==> config.mk <==
export PLATFORM = sky130hd
export DESIGN_NAME = sha256_func_sigma1
export DESIGN_NICKNAME = d
export VERILOG_FILES = /design/src/rtl/sha256_func_sigma1.sv
export SDC_FILE = /design/constraint.sdc
export NUM_CORES = 1
export LEC_CHECK = 0
export ABC_AREA = 1
export BUFFER_PORTS_ARGS = -buffer_cell sky130_fd_sc_hd__clkbuf_2
export CAP_MARGIN = 20
export CELL_PAD_IN_SITES_DETAIL_PLACEMENT = 1
export CELL_PAD_IN_SITES_GLOBAL_PLACEMENT = 1
export CORE_MARGIN = 1
export CORE_UTILIZATION = 32
export CTS_CLUSTER_DIAMETER = 100
export CTS_CLUSTER_SIZE = 24
export DETAILED_ROUTE_END_ITERATION = 7
export GPL_TIMING_DRIVEN = 0
export PLACE_DENSITY = 0.83
export SETUP_SLACK_MARGIN = 0.2
export SLEW_MARGIN = 20
export SYNTH_ARGS = -nofsm -noshare
export SYNTH_HDL_FRONTEND = slang
export SYNTH_SLANG_ARGS = --single-unit
export TNS_END_PERCENT = 20
==> constraint.sdc <==
create_clock -name clk -period 1.66 [get_ports clk]
set_clock_uncertainty 0.1 [all_clocks]
set_input_delay 0.249 -clock clk [delete_from_list [all_inputs] [get_ports clk]]
set_output_delay 0.249 -clock clk [all_outputs]
set_load 0.02 [all_outputs]
==> src/rtl/sha256_func_sigma1.sv <==
// SHA-256 upper-case Sigma1 on working variable E: ROTR6 ^ ROTR11 ^ ROTR25.
// Exposes both the combinational result and a one-cycle registered copy.
module sha256_func_sigma1 #(
  parameter int DATA_W = 32
) (
  input  logic              clk,
  input  logic              rst_n,
  input  logic              in_valid,
  input  logic [DATA_W-1:0] in_E,
  output logic [DATA_W-1:0] func_comb,
  output logic [DATA_W-1:0] func,
  output logic              out_valid
);

  if (DATA_W != 32) begin : g_bad_width
    $error("sha256_func_sigma1: DATA_W must be 32");
  end

  function automatic logic [DATA_W-1:0] rotr(input logic [DATA_W-1:0] x, input int n);
    rotr = (x >> n) | (x << (DATA_W - n));
  endfunction

  always_comb begin
    func_comb = rotr(in_E, 6) ^ rotr(in_E, 11) ^ rotr(in_E, 25);
  end

  // Valid semantics: in_valid qualifies in_E on a rising edge; out_valid is high
  // for exactly the cycle after a qualified input. No ready/backpressure exists.
  // func only loads on qualified inputs, so unqualified (possibly X) in_E is ignored.
  always_ff @(posedge clk) begin
    if (!rst_n) begin
      func      <= '0;
      out_valid <= 1'b0;
    end else begin
      out_valid <= in_valid;
      if (in_valid) begin
        func <= func_comb;
      end
    end
  end

endmodule

==> impl_metrics.tcl <==
set metrics [dict create \
    pin_count 100 \
    synth_xor_area_share_pct 0 \
    cp_cell_sequence "clkbuf_2, inv_1, nand2_1, nand2_1, nand2_1, nand2_1, clkbuf_2" \
    detailroute.wirelength.met3_um 464 \
    yosysTopAreaCell "nand2_1" \
    post_dp_cell_area_um2 2880 \
    met1_length_um 3740 \
    cpPeakStageDelay_ps 170 \
    drive_above_1_share_pct 21.1 \
    synth_top_family_by_area "simple AND/OR/NAND/NOR gates" \
    grt_max_degree 11 \
    slowest_stage "clkbuf_2" \
    die_w_um 86.2 \
    route.detailed.drc 0 \
    wl_um 8440 \
    cts_resized 0 \
    fmax_mhz 732 \
    period_share_pct 82.3 \
    yosys_warnings 0 \
    power.ir.vdd_worst_uv 365 \
    cts-hold-fix-buffers 0 \
    chipHeight_um 86.2 \
    antenna_found_initial 0 \
    finalSetupTns_ps 0 \
    avgSynthCellArea_um2 5.27 \
    drt_iter0_markers 96 \
    postLayoutCellArea_um2 2960 \
    min_path_type "in2reg" \
    insertion_delay_ps 280 \
    grt_overflow_total 0 \
    top_layer_used "met4" \
    criticalPathCategory "in2out" \
    tightest_slew_ps 284 \
    critPathLaunchType "input pin" \
    syn_nets 465 \
    placedCellCount 624 \
    instances_no_fill 632 \
    cts_tree "yes" \
    ys_types 8 \
    gp_congestion 0.874 \
    rsz0062_at_grt "false" \
    power_density_nw_per_um2 783 \
    holdCritStartpoint "rst_n" \
    synth_top_area_share_pct 32.0 \
    htreeDepth 2 \
    crit-reg2reg-launch "func[15]$_SDFFE_PN0P_" \
    path_clk_slew_ps 70 \
    ys_seq_area_share_pct 29.2 \
    synth_area_um2 2270 \
    vias 2910 \
    utilization_pct 43.3 \
    whs_ps 62.8 \
    leakage_nw 2.03 \
    layout.nets 570 \
    required_ps 1310 \
    final_cell_mix "nand2_1 (193), clkbuf_2 (98), inv_1 (66)" \
    ys_seq_elements 33 \
    maxSlewViolCount 0 \
    crit_path_start "in_E[9]" \
    cts.path.max_buffers 2 \
    dieArea_um2 7420 \
    endpoint_kind "output port" \
    setup_viol 0 \
    place_hpwl_um 6990 \
    num_rows 30 \
    critPathArrivalTime_ps 1020 \
    crit_fanout 4 \
    avgViaCountPerCell 4.60 \
    slew_headroom_pct 81.1 \
    dr_wl_met2_um 4120 \
    portBuffers 98 \
    synth_cells 430 \
    clock_sinks 33 \
    root_buffer "clkbuf_8" \
    synth_compound_area_share_pct 0 \
    post-cts-setup-buffers 0 \
    core-area_um2 6830 \
    area_growth_pct 30.5 \
    start_util_pct 33.2 \
    numCtsBuffers 5 \
    grt_usage_pct 24.2 \
    grt_pass1_wl_um 13900 \
    drtAntennaViolNets 0 \
    drv_cap 0 \
    insertedDiodeCount 0 \
    synth.area.mux_share_pct 0 \
    firstDrtPassIters 4 \
    synthAdderAreaFrac_pct 0 \
    grt_pass1_vias 2974 \
    cpMostUsedCell "nand2_1" \
    status "complete, no violations" \
    layout_commonest_cell "nand2_1" \
    synth_simple_gate_area_share_pct 56.7 \
    holdPathStages 3 \
    reg2regPathDepth 4 \
    hold_viol 0 \
    wl_per_cell_um 13.4 \
    synth.area.top_cells "nand2_1 (32%), dfxtp_1 (29%), nand3_1 (14%), inv_1 (11%), nor2_1 (11%)" \
    min_period_ps 1370 \
]
-- synth_stat cells --
cell	instances
dfxtp_1	33
buf_6	2
buf_2	4
inv_1	66
nand2_1	193
nand3_1	64
nor2_1	64
buf_4	4
-- where the power goes --
part / total, mW / switching, mW / internal (mW)
clock network: 0.600 / 0.301 / 0.298
logic: 0.832 / 0.567 / 0.265
registers: 0.884 / 0.0310 / 0.853
-- critical path, delay by kind of cell --
| kind | cells | cell delay (ps) |
|---|---|---|
| buffers and inverters | 3 | 460 |
| and+or+nand+nor | 4 | 310 |
-- routing by layer --
| layer | track usage, % | vias to the layer above |
|---|---|---|
| met5 | 0 | - |
| li1 | - | 1491 |
| met3 | 4.14 | 9 |
| met2 | 43.3 | 66 |
| met1 | 29.2 | 1344 |
| met4 | 7.88 | 0 |
-- flip-flops by register name (all words and copies together) (netlist names) --
| register | count |
|---|---|
| func | 32 |
| out_valid | 1 |
-- final timing paths --
check	endpoint	slack, ps
hold / removal	out_valid$_SDFF_PN0_	60
setup / recovery	func_comb[3]	290
setup reg to reg	func[15]$_SDFFE_PN0P_	880
hold reg to reg	func[1]$_SDFFE_PN0P_	450
-- metrics by stage --
stage | setup WS (ps) | power (mW)
after floorplan | 675 | 1.42
after global placement | 330 | 1.72
after detailed placement | 296 | 1.74
after CTS | 296 | 2.36
after global routing | 220 | 2.47
final | 294 | 2.31
-- area by class of cell --
type | count | area, um^2
multi-input cells | 321 | 1280
flip-flops and latches | 33 | 661
fillers | 1042 | 3870
well taps | 96 | 120
plain buffers | 10 | 72.6
clock buffers | 8 | 80.1
repair buffers | 98 | 490
inverters | 66 | 248
-- cells by family (layout without fill, tap and decap cells) --
kind of cell | Yosys count | count (layout)
buf+inv | 76 | 182
flops | 33 | 33
simple gates | 321 | 321
Power figures use the tool's default switching activity.
